[src/rtl/alu_pkg.sv]
// Shared ALU control encodings, datapath width and arbiter slot-state type.
// Latency: none, declarations only.
// Backpressure: not applicable.
package alu_pkg;

    localparam int ALU_W = 32;

    typedef enum logic [3:0] {
        ALU_ADD  = 4'b0010,
        ALU_SUB  = 4'b0011,
        ALU_SLT  = 4'b0100,
        ALU_SLTU = 4'b0101,
        ALU_XOR  = 4'b0110,
        ALU_SLL  = 4'b1000,
        ALU_SRL  = 4'b1010,
        ALU_SRA  = 4'b1011,
        ALU_OR   = 4'b1100,
        ALU_AND  = 4'b1110
    } alu_ctrl_e;

    // Result slot occupancy
    typedef enum logic [0:0] {
        EMPTY = 1'b0,
        FULL  = 1'b1
    } arb_state_e;

endpackage

[src/rtl/alu_share_arb_rr_pick.sv]
// Rotating-priority picker: first set bit of valid at or above ptr, wrapping.
// Latency: purely combinational.
// Backpressure: none; caller gates the grant with its own accept condition.
//
// Ports:
//   valid [NREQ]  candidate requests
//   ptr   [IDW]   highest-priority index this cycle (must be < NREQ)
//   grant [NREQ]  one-hot winner, zero when nothing is valid
//   idx   [IDW]   binary index of the winner, 0 when nothing is valid
//   any           at least one candidate was valid
module rr_pick #(
    parameter int NREQ = 2,
    parameter int IDW  = 1
) (
    input  logic [NREQ-1:0] valid,
    input  logic [IDW-1:0]  ptr,
    output logic [NREQ-1:0] grant,
    output logic [IDW-1:0]  idx,
    output logic            any
);

    always_comb begin
        int cand;
        grant = '0;
        idx   = '0;
        any   = 1'b0;
        cand  = 0;
        // Walk offsets 0..NREQ-1 from the pointer; the first hit wins.
        for (int k = 0; k < NREQ; k++) begin
            cand = (int'(ptr) + k) % NREQ;
            if (!any && valid[IDW'(cand)]) begin
                any                = 1'b1;
                grant[IDW'(cand)]  = 1'b1;
                idx                = IDW'(cand);
            end
        end
    end

endmodule

[src/rtl/alu_share_arb.sv]
// Round-robin sharing of one external combinational ALU among NREQ requesters.
// Latency: request accepted in cycle N gives rsp_valid in N+1; 1 op/cycle sustained.
// Backpressure: full slot with rsp_ready low stalls all req_ready; drain+fill same cycle.
//
// Ports:
//   clk, rst                      clock, asynchronous active-high reset
//   req_valid/req_ready [NREQ]    per-requester handshake (ready is one-hot or zero)
//   req_a/req_b [NREQ*32]         operands, requester i at [32i+31:32i]
//   req_ctrl [NREQ*4]             ALU control code, same packing
//   alu_a/alu_b/alu_ctrl          drive the shared ALU
//   alu_o                         ALU result, sampled into the slot on accept
//   rsp_valid/rsp_ready           result slot handshake
//   rsp_data, rsp_id              registered result and the requester that produced it
//   grant_cnt [NREQ*16]           only with ALU_SHARE_ARB_PERF_EN: saturating per-requester
//                                 accepted-request counters
module alu_share_arb
    import alu_pkg::*;
#(
    parameter int NREQ = 2,
    parameter int IDW  = (NREQ > 1) ? $clog2(NREQ) : 1
) (
    input  logic                  clk,
    input  logic                  rst,
    input  logic [NREQ-1:0]       req_valid,
    output logic [NREQ-1:0]       req_ready,
    input  logic [NREQ*ALU_W-1:0] req_a,
    input  logic [NREQ*ALU_W-1:0] req_b,
    input  logic [NREQ*4-1:0]     req_ctrl,
    output logic [ALU_W-1:0]      alu_a,
    output logic [ALU_W-1:0]      alu_b,
    output logic [3:0]            alu_ctrl,
    input  logic [ALU_W-1:0]      alu_o,
    output logic                  rsp_valid,
    input  logic                  rsp_ready,
    output logic [ALU_W-1:0]      rsp_data,
    output logic [IDW-1:0]        rsp_id
`ifdef ALU_SHARE_ARB_PERF_EN
    ,
    output logic [NREQ*16-1:0]    grant_cnt
`endif
);

    arb_state_e       state_q, state_d;
    logic [ALU_W-1:0] rsp_data_q, rsp_data_d;
    logic [IDW-1:0]   rsp_id_q, rsp_id_d;
    logic [IDW-1:0]   ptr_q, ptr_d;

    logic [NREQ-1:0]  pick_grant;
    logic [IDW-1:0]   pick_idx;
    logic             pick_any;
    logic [IDW-1:0]   sel;
    logic             can_accept;
    logic             fire;

    rr_pick #(
        .NREQ (NREQ),
        .IDW  (IDW)
    ) u_pick (
        .valid (req_valid),
        .ptr   (ptr_q),
        .grant (pick_grant),
        .idx   (pick_idx),
        .any   (pick_any)
    );

    // The slot can take a new result when empty, or when the held one
    // leaves this same cycle.
    assign can_accept = (state_q == EMPTY) || rsp_ready;
    assign fire       = can_accept && pick_any && !rst;
    assign req_ready  = fire ? pick_grant : '0;

    // Operands come from the picked requester, or requester 0 when idle, so
    // the ALU inputs are always defined values.
    assign sel = pick_any ? pick_idx : '0;

    always_comb begin
        alu_a    = req_a[ALU_W-1:0];
        alu_b    = req_b[ALU_W-1:0];
        alu_ctrl = req_ctrl[3:0];
        for (int i = 0; i < NREQ; i++) begin
            if (sel == IDW'(i)) begin
                alu_a    = req_a[i*ALU_W +: ALU_W];
                alu_b    = req_b[i*ALU_W +: ALU_W];
                alu_ctrl = req_ctrl[i*4 +: 4];
            end
        end
    end

    always_comb begin
        state_d    = state_q;
        rsp_data_d = rsp_data_q;
        rsp_id_d   = rsp_id_q;
        ptr_d      = ptr_q;
        if (fire) begin
            state_d    = FULL;
            rsp_data_d = alu_o;
            rsp_id_d   = pick_idx;
            ptr_d      = (pick_idx == IDW'(NREQ - 1)) ? '0 : pick_idx + IDW'(1);
        end else if ((state_q == FULL) && rsp_ready) begin
            // Drained with nothing to refill; data stays as the last result.
            state_d = EMPTY;
        end
    end

    always_ff @(posedge clk or posedge rst) begin
        if (rst) begin
            state_q    <= EMPTY;
            rsp_data_q <= '0;
            rsp_id_q   <= '0;
            ptr_q      <= '0;
        end else begin
            state_q    <= state_d;
            rsp_data_q <= rsp_data_d;
            rsp_id_q   <= rsp_id_d;
            ptr_q      <= ptr_d;
        end
    end

    assign rsp_valid = (state_q == FULL);
    assign rsp_data  = rsp_data_q;
    assign rsp_id    = rsp_id_q;

`ifdef ALU_SHARE_ARB_PERF_EN
    logic [15:0] cnt_q [NREQ];
    logic [15:0] cnt_d [NREQ];

    always_comb begin
        for (int i = 0; i < NREQ; i++) begin
            cnt_d[i] = cnt_q[i];
            // Counters stick at all-ones rather than wrapping.
            if (fire && (pick_idx == IDW'(i)) && (cnt_q[i] != 16'hFFFF)) begin
                cnt_d[i] = cnt_q[i] + 16'd1;
            end
        end
    end

    always_ff @(posedge clk or posedge rst) begin
        if (rst) begin
            for (int i = 0; i < NREQ; i++) begin
                cnt_q[i] <= '0;
            end
        end else begin
            for (int i = 0; i < NREQ; i++) begin
                cnt_q[i] <= cnt_d[i];
            end
        end
    end

    for (genvar gi = 0; gi < NREQ; gi++) begin : g_cnt_out
        assign grant_cnt[gi*16 +: 16] = cnt_q[gi];
    end
`endif

endmodule

[config.mk]
export PLATFORM = sky130hd
export DESIGN_NAME = alu_share_arb
export DESIGN_NICKNAME = d
export VERILOG_FILES = /design/src/rtl/alu_pkg.sv /design/src/rtl/alu_share_arb_rr_pick.sv /design/src/rtl/alu_share_arb.sv
export SDC_FILE = /design/constraint.sdc
export NUM_CORES = 1
export LEC_CHECK = 0
export ABC_CLOCK_PERIOD_IN_PS = 2400
export CAP_MARGIN = 25
export CORE_AREA = 5 5 104 106
export CTS_CLUSTER_SIZE = 14
export DETAILED_ROUTE_END_ITERATION = 16
export DIE_AREA = 0 0 109 111
export GPL_TIMING_DRIVEN = 0
export PLACE_DENSITY = 0.81
export SLEW_MARGIN = 20
export SYNTH_ARGS = -nofsm -noshare
export SYNTH_HDL_FRONTEND = slang
export SYNTH_HIERARCHICAL = 1
export SYNTH_SLANG_ARGS = --single-unit
[constraint.sdc]
create_clock -name clk -period 2.4 [get_ports clk]
set_clock_uncertainty 0.15 [all_clocks]
set_input_delay 0.48 -clock clk [delete_from_list [all_inputs] [get_ports clk]]
set_output_delay 0.48 -clock clk [all_outputs]
set_load 0.01 [all_outputs]
Word-level counts from Yosys, hierarchy flattened

Index checks and enable logic that the tools add are counted.

Output and inout bits: 104
Word-level logic and storage cells: 44
Bits of input ports: 173
Bits in registers: 35

Reductions and logical operators: 10
$add $sub $neg: 2
Order comparisons: 4
Bitwise gates (word level): 2
Mux-type cells: 22

Operator list:

| cell                  | number |
|---|---|
| $mux W32              | 2 |
| $mux W1               | 14 |
| $logic_and A1 B1 Y1   | 6 |
| $lt A1 B3 Y1 const B  | 2 |
| $mux W2               | 3 |
| $mux W4               | 1 |
| $add A1 B1 Y1 const B | 2 |
| $demux W1 S1          | 2 |
| $ge A1 B1 Y1 const B  | 2 |
| $logic_not A1 Y1      | 2 |
| $or A2 B2 Y2          | 1 |
| $reduce_bool A2 Y1    | 1 |
| $logic_or A1 B1 Y1    | 1 |
| $not A1 Y1            | 1 |

Logic depth before layout (Yosys ltp)

Gate-level depths: netlist (run 1).

Word-level depth: 10
Gate-level depth with buffers: 5
Gate-level depth less buffers: 3

Modules after synthesis

Netlist (run 1), hierarchy kept.

By module, submodules not included:

| module        | seq. area each (sq um) | area each (sq um) | cells each | times used |
|---|---|---|---|---|
| alu_share_arb | 875.8                  | 2153.3            | 157        | 1 |
| rr_pick       | 0.0                    | 35.0              | 5          | 1 |

Least setup slack after synthesis (run 1)

Ideal clock, no wire load.

Kind: in2out
Start point: in req_valid[0]
End point: out alu_b[10]
Stages on the path: 5
Path slack: 0.261 ns
Arrival time: 1.509 ns
Path buffers: 2
Required time: 1.770 ns
Cells stage by stage: and2_2 -> nand2_1 -> buf_4 -> buf_2 -> mux2_2

Longest elaborated chain between the ends: 8
Elaborated cells between the ends (all ways): 12
Those cells by class: mux (10); reduce/logical (2)

RTL lines:

| what                                       | line                        | source |
|---|---|---|
| start: declaration                         | alu_share_arb.sv:24         | `input logic [NREQ-1:0] req_valid,` |
| $mux W1 (implied by the code) (2 in a row) | alu_share_arb_rr_pick.sv:31 | `if (!any && valid[IDW'(cand)]) begin` |
| $mux W1                                    | alu_share_arb_rr_pick.sv:31 |  |
| $logic_not A1 Y1                           | alu_share_arb_rr_pick.sv:31 |  |
| $logic_and A1 B1 Y1                        | alu_share_arb_rr_pick.sv:31 |  |
| $mux W1                                    | alu_share_arb_rr_pick.sv:31 |  |
| $mux W1 *                                  | alu_share_arb.sv:74         | `assign sel = pick_any ? pick_idx : '0;` |
| $mux W32 *                                 | alu_share_arb.sv:81         | `if (sel == IDW'(i)) begin` |
| end: declaration                           | alu_share_arb.sv:30         | `output logic [ALU_W-1:0] alu_b,` |

Mark *: on every way between the ends. The rest lies on a longest branch, timed or not. The select of a mux whose other input is x is not followed.

Worst setup path in the final report (run 1)

Start point: reg ptr_q
End point: out alu_b[9]

Longest elaborated chain between the ends: 4
Elaborated cells between the ends (all ways): 5
Those cells by class: add/sub (1); mux (4)

RTL lines:

| what                                     | line                                                     | source |
|---|---|---|
| start: declaration                       | alu_share_arb.sv:46                                      | `logic [IDW-1:0] ptr_q, ptr_d;` |
| start signal: assignment                 | alu_share_arb.sv:115                                     | `ptr_q <= ptr_d;` |
| $add A1 B1 Y1 or $mux W1 (tied branches) | alu_share_arb_rr_pick.sv:30, alu_share_arb_rr_pick.sv:31 |  |
| $mux W1 *                                | alu_share_arb_rr_pick.sv:31                              |  |
| named net pick_idx                       | alu_share_arb.sv:49                                      | `logic [IDW-1:0] pick_idx;` |
| $mux W1 *                                | alu_share_arb.sv:74                                      |  |
| $mux W32 *                               | alu_share_arb.sv:81                                      |  |

The timed path passes the listed nets; every way through them passes the cells marked *.

==> impl_metrics.ini, run 1 <==
[setup_path]
cp_data_arrival_time_ns = 1.73
critical-path-top-delay-family = buffers and inverters
worstPathCellList = and2_4 -> nand2_8 -> buf_8 -> buf_12 -> buf_16 -> mux2_4 -> buf_6
criticalPathCategory = flip-flop to primary output
start_kind = flip-flop
max_stage_delay_ns = 0.37
required_ns = 1.77
r2r_start = rsp_valid$_DFFE_PP0P_
rrSetupSlack_ns = 0.83
worst-path-max-fanout = 5
r2r_cells = 4
cp_num_buf_inv = 4
critPathSlowestCell = dfrtp_1
rr_endpoint = rsp_data[15]$_DFFE_PP0P_
crit_path_end_kind = primary output

[sta]
slew_viol_final = 0
post-route-min-period_ns = 2.36
tightest_slew_ns = 0.722
hold_violations = 0
setup_ws_ns = 0.0393
slew_headroom_pct = 51.8
rsz0062_at_grt = true
setup_viol = 0
finalCritPeriodShare_pct = 98.4
fmax_mhz = 424

[power_and_ir_drop]
power_per_cell_area_nw_per_um2 = 496
ir_worst_vdd_mv = 0.444
p_leak_nw = 2.39

[synthesis]
synth_top_family_by_area = multiplexers
synth_mux_area_share_pct = 52.4
postSynthAreaPerCell_um2 = 13.5
yosysWarnings = 6
synth-xor-area-share_pct = 0
synthAdderAreaFrac_pct = 0
syn_area_um2 = 2190
ys_types = 15
synth_cells = 162
ys_seq_elements = 35
yosysSeqAreaShare_pct = 40.0
synth_nets = 335
synth_compound_area_share_pct = 0.972
synthSimpleGateAreaFrac_pct = 1.77

[die]
die_x_um = 109
rows = 36
io_pins = 277
die_area_um2 = 12100
initial_core_util_pct = 22.6
core_um2 = 9680
die_h_um = 111

[global_routing]
grtUsageTotal_pct = 17.5
gr-total-overflow = 0
antenna_found_initial = 0
grt_pass1_vias = 2891
grt_pass1_wl_um = 16400
grt_max_degree = 36

[drt]
viasPerCell = 4.23
firstDrtPassIters = 4
antenna_left = 0
vias = 2498
wl_per_cell_um = 19.2
routed_wl_um = 11300
first_iter_violations = 68
drc = 0

[clock_network]
cts_buffers = 5
cts_buffer_depth = 2
cts.hold.buffers_added = 0
h-tree-depth = 2
clockRootBuffer = clkbuf_8
clk_latency_ns = 0.28
cts_tree = built
path_clk_slew_ns = 0.07
clock_sinks = 35

[placement]
dp_cells = 569
routabilityCongestion = 0.798
place.port_buffers = 274
dpl.hpwl_um = 9430
pre_cts_slack_ns = -0.940

[cells_and_area]
fill_cells = 835
drive_gt1_share_pct = 40.8
multi_input_area_um2 = 1330
antenna_cells = 0
regArea_um2 = 876
fin_nets = 630
finalNonFillerCells = 591
syn_to_final_growth_pct = 152

[min_path]
hold_path.class = flip-flop to flip-flop
hold_depth = 1
min_to = rsp_data[22]$_DFFE_PP0P_
holdCritStartpoint = rsp_data[22]$_DFFE_PP0P_

[outcome]
status = finished clean

[job]
cap_viol_max_count = 0
-- layout make-up --
cell class	count	area share, %
Buffer	9	1.97
Tap cell	133	3.02
Multi-Input combinational cell	111	24.1
Sequential cell	35	15.9
Timing Repair Buffer	291	52.4
Clock buffer	6	1.32
Clock inverter	2	1.09
Inverter	4	0.272
-- synthesized netlist by cell type --
cell | count | area share [%]
buf_6 | 3 | 1.5
mux2i_1 | 1 | 0.46
buf_4 | 3 | 1.0
and2_2 | 1 | 0.34
dfrtp_1 | 35 | 40
conb_1 | 1 | 0.17
a21oi_4 | 1 | 0.74
nand2b_1 | 1 | 0.29
and2_1 | 2 | 0.57
nand2_1 | 1 | 0.17
buf_2 | 6 | 1.4
mux2_2 | 101 | 52
and2b_2 | 1 | 0.40
o21ai_0 | 1 | 0.23
inv_1 | 4 | 0.69
-- power by group --
part           switching (W)  internal (W)  total [W]  leakage [nW]
combinational       0.000444      0.000897    0.00134          1.92
sequential         0.0000604      0.000701   0.000761         0.412
clock               0.000215      0.000415   0.000630        0.0654
-- state kept, by name (all words and copies together) (netlist names) --
register   cells
rsp_data      32
ptr_q          1
rsp_id         1
rsp_valid      1
-- per-stage QoR --
step / hold WS [ns] / util [%] / instance area (um^2) / total power (W) / setup TNS (ns)
6_report: 0.359 / 56.9 / 5510 / 0.00273 / 0
5_1_grt: 0.377 / 56.9 / 5510 / 0.00287 / -0.327
4_1_cts: 0.360 / 56.0 / 5420 / 0.00272 / 0
3_5_place_dp: 0.345 / 52.6 / 5100 / 0.00202 / -51.81
3_3_place_gp: 0.339 / 52.6 / 5100 / 0.00199 / -50.32
2_1_floorplan: 0.349 / - / 2190 / 0.00122 / 0
-- cell families after synthesis --
| family | Yosys count |
|---|---|
| AO/OA/AOI/OAI | 2 |
| buffers and inverters | 16 |
| flip-flops | 35 |
| multiplexers | 102 |
| other | 1 |
| AND/OR/NAND/NOR | 6 |
-- worst max path at each step --
stage / from / to / slack, ns / cells past startpoint
3_5_place_dp: req_valid[0] / alu_b[10] / -0.94 / 7
5_1_grt: ptr_q$_DFFE_PP0P_ / alu_b[9] / -0.03 / 7
3_3_place_gp: req_valid[0] / alu_b[10] / -0.92 / 7
2_1_floorplan: req_valid[0] / alu_b[10] / 0.26 / 5
4_1_cts: ptr_q$_DFFE_PP0P_ / alu_a[16] / 0.003 / 6
6_report: ptr_q$_DFFE_PP0P_ / alu_b[9] / 0.04 / 7
-- timing repair --
item,in CTS,in global routing
gates resized for setup,231,58
setup buffers,13,3
pin swaps,2,0
endpoints found under the setup margin,69,53
cloned,2,0
-- metal layers --
layer / share of wire [%] / global-route usage, % / vias to the layer above
li1: - / - / 1171
met1: 34 / 17.5 / 1178
met2: 54 / 33.5 / 138
met3: 11 / 6.93 / 11
met4: 1.3 / 3.54 / 0
met5: 0 / 0 / -
-- placed cells by master (no fill, tap or decap) --
cell type	n
buf_16	2
mux2i_1	1
clkdlybuf4s15_2	6
clkdlybuf4s50_1	204
dfrtp_1	35
dlygate4sd2_1	15
buf_8	4
and2b_2	1
mux2_4	24
buf_12	2
buf_6	32
buf_4	10
bufinv_16	2
nand2_8	1
conb_1	1
a21oi_4	1
mux2_2	77
and2_1	2
inv_1	3
buf_2	7
clkbuf_1	1
o21ai_0	1
inv_2	1
clkbuf_8	5
nand2b_4	1
clkbuf_2	10
clkdlybuf4s15_1	8
and2_4	1
Note: power is estimated with default switching activity, not from simulation.
==> run 2, diff against run 1 <==
- SLEW_MARGIN: 20 -> not set
==> impl_metrics.ini, run 2 (synthesis results as in run 1) <==
[sta]
fmax_mhz = 417
hold_slack_ns = 0.358
slew_viol_final = 0
hold_violations = 0
tightest_slew_ns = 0.702
setup_viol = 0
setup_ws_ns = 0.00423
rsz0062_at_grt = true
slew_headroom_pct = 53.1
post-route-min-period_ns = 2.40
finalCritPeriodShare_pct = 99.8

[power_and_ir_drop]
power_frac_seq_pct = 29.8
internal_power_w = 0.00185
p_leak_nw = 2.27
power.share.clock_pct = 20.5
combPwrFrac_pct = 49.6
total_power_w = 0.00255
power_per_cell_area_nw_per_um2 = 478
p_switching_w = 0.000700
swShare_pct = 27.4
ir_worst_vdd_mv = 0.438

[drt]
antenna_left = 0
first_iter_violations = 66
drc = 0
wl_per_cell_um = 18.8
routed_wl_um = 11000
firstDrtPassIters = 4
viasPerCell = 4.22
vias = 2480

[cells_and_area]
fill_cells = 844
syn_to_final_growth_pct = 144
finalNonFillerCells = 587
postLayoutCellArea_um2 = 5340
drive_gt1_share_pct = 41.0
antenna_cells = 0
largest_register_ffs = 32
final_common_cell = clkdlybuf4s50_1
final_cell_mix = 204 x clkdlybuf4s50_1, 91 x mux2_2, 35 x dfrtp_1, 16 x buf_6, 16 x buf_2
fin_nets = 626

[setup_path]
max_stage_delay_ns = 0.30
crit_path_end_kind = primary output
cp_data_arrival_time_ns = 1.77
start_kind = input port
criticalPathCategory = input port to primary output
crit_start = req_valid[0]
r2r_start = rsp_valid$_DFFE_PP0P_
critPathSlowestCell = mux2_4
worstPathCellList = clkdlybuf4s15_2 -> and2_4 -> nand2_8 -> buf_8 -> bufbuf_16 -> mux2_4 -> buf_6
required_ns = 1.77
worst-path-max-fanout = 7

[placement]
place.port_buffers = 274
dpl.hpwl_um = 9450
dp_cells = 570
placed_cell_area_um2 = 5120
routabilityCongestion = 0.798
pre_cts_slack_ns = -0.934

[min_path]
hold_path.class = flip-flop to flip-flop
holdCritStartpoint = rsp_data[22]$_DFFE_PP0P_

[clock_network]
cts_buffers = 5
path_clk_slew_ns = 0.07
cts.hold.buffers_added = 0
h-tree-depth = 2
clock_sinks = 35
cts_buffer_depth = 2
clockRootBuffer = clkbuf_8
cts_tree = built
clk_latency_ns = 0.28

[global_routing]
grt_pass1_wl_um = 16200
grt_max_degree = 21
gr-total-overflow = 0
grtUsageTotal_pct = 17.2
antenna_found_initial = 0
grt_pass1_vias = 2856

[die]
die_x_um = 109
rows = 36
die_h_um = 111
core_um2 = 9680
die_area_um2 = 12100
initial_core_util_pct = 22.6
io_pins = 277

[job]
cap_viol_max_count = 0

[outcome]
status = finished clean
run 2: cell count changes in the layout (fill, tap and decap cells not counted), sizes merged:
cell / change
bufinv: -1
dlygate4sd2: -1
clkdlybuf4s15: +3
clkinv: +2
buf: -8
bufbuf: +1
run 2: worst paths after layout:
path                                       endpoint  slack [ns]  cells past startpoint
hold / removal             rsp_data[22]$_DFFE_PP0P_        0.36                      1
hold reg to reg            rsp_data[22]$_DFFE_PP0P_        0.36                      1
setup reg to reg           rsp_data[31]$_DFFE_PP0P_        0.81                      4
max in group asynchronous     rsp_valid$_DFFE_PP0P_        1.08                      3
min in group asynchronous   rsp_data[1]$_DFFE_PP0P_        0.48                      2
setup / recovery                          alu_b[19]       0.004                      7
run 2: critical path: cells and delay by family:
kind          cells  cell delay (ns)
buf+inv           4             0.71
mux               1             0.30
simple gates      2             0.26
run 2: through the flow:
step | TNS (ns) | util (%)
3_3_place_gp | -50.32 | 52.6
6_report | 0 | 55.1
3_5_place_dp | -51.06 | 52.9
2_1_floorplan | 0 | -
4_1_cts | -0.169 | 55.8
5_1_grt | -0.556 | 55.1
run 2: area by class of cell:
class	instances	area [um^2]	share of cell area (%)
Inverter	4	15.0	0.281
Tap cell	133	166	3.12
Clock inverter	3	43.8	0.820
Clock buffer	5	68.8	1.29
Multi-Input combinational cell	111	1270	23.9
Buffer	9	113	2.11
Sequential cell	35	876	16.4
Timing Repair Buffer	287	2780	52.1
run 2: what timing repair did:
| item | CTS | global route |
|---|---|---|
| gates cloned | 2 | 0 |
| setup endpoints to repair | 69 | 44 |
| hold endpoints to repair | 0 | 0 |
| pin swaps | 2 | 0 |
| resized for setup | 226 | 28 |
| setup buffers | 9 | 1 |
run 2: per-layer routing:
metal / part of all wire (%) / up-vias / global-route usage [%]
met5: 0 / - / 0
met3: 11 / 10 / 7.34
met2: 54 / 144 / 32.4
li1: - / 1163 / -
met1: 34 / 1163 / 17.1
met4: 1.2 / 0 / 3.37
run 2: power by group through the flow:
| stage | Clock, W | Sequential, W | Combinational (W) |
|---|---|---|---|
| 2_1_floorplan | 0 | 0.000817 | 0.000407 |
| 3_3_place_gp | 0 | 0.000763 | 0.00123 |
| 3_5_place_dp | 0 | 0.000773 | 0.00125 |
| 4_1_cts | 0.000541 | 0.000764 | 0.00130 |
| 5_1_grt | 0.000569 | 0.000779 | 0.00135 |
| 6_report | 0.000524 | 0.000762 | 0.00127 |
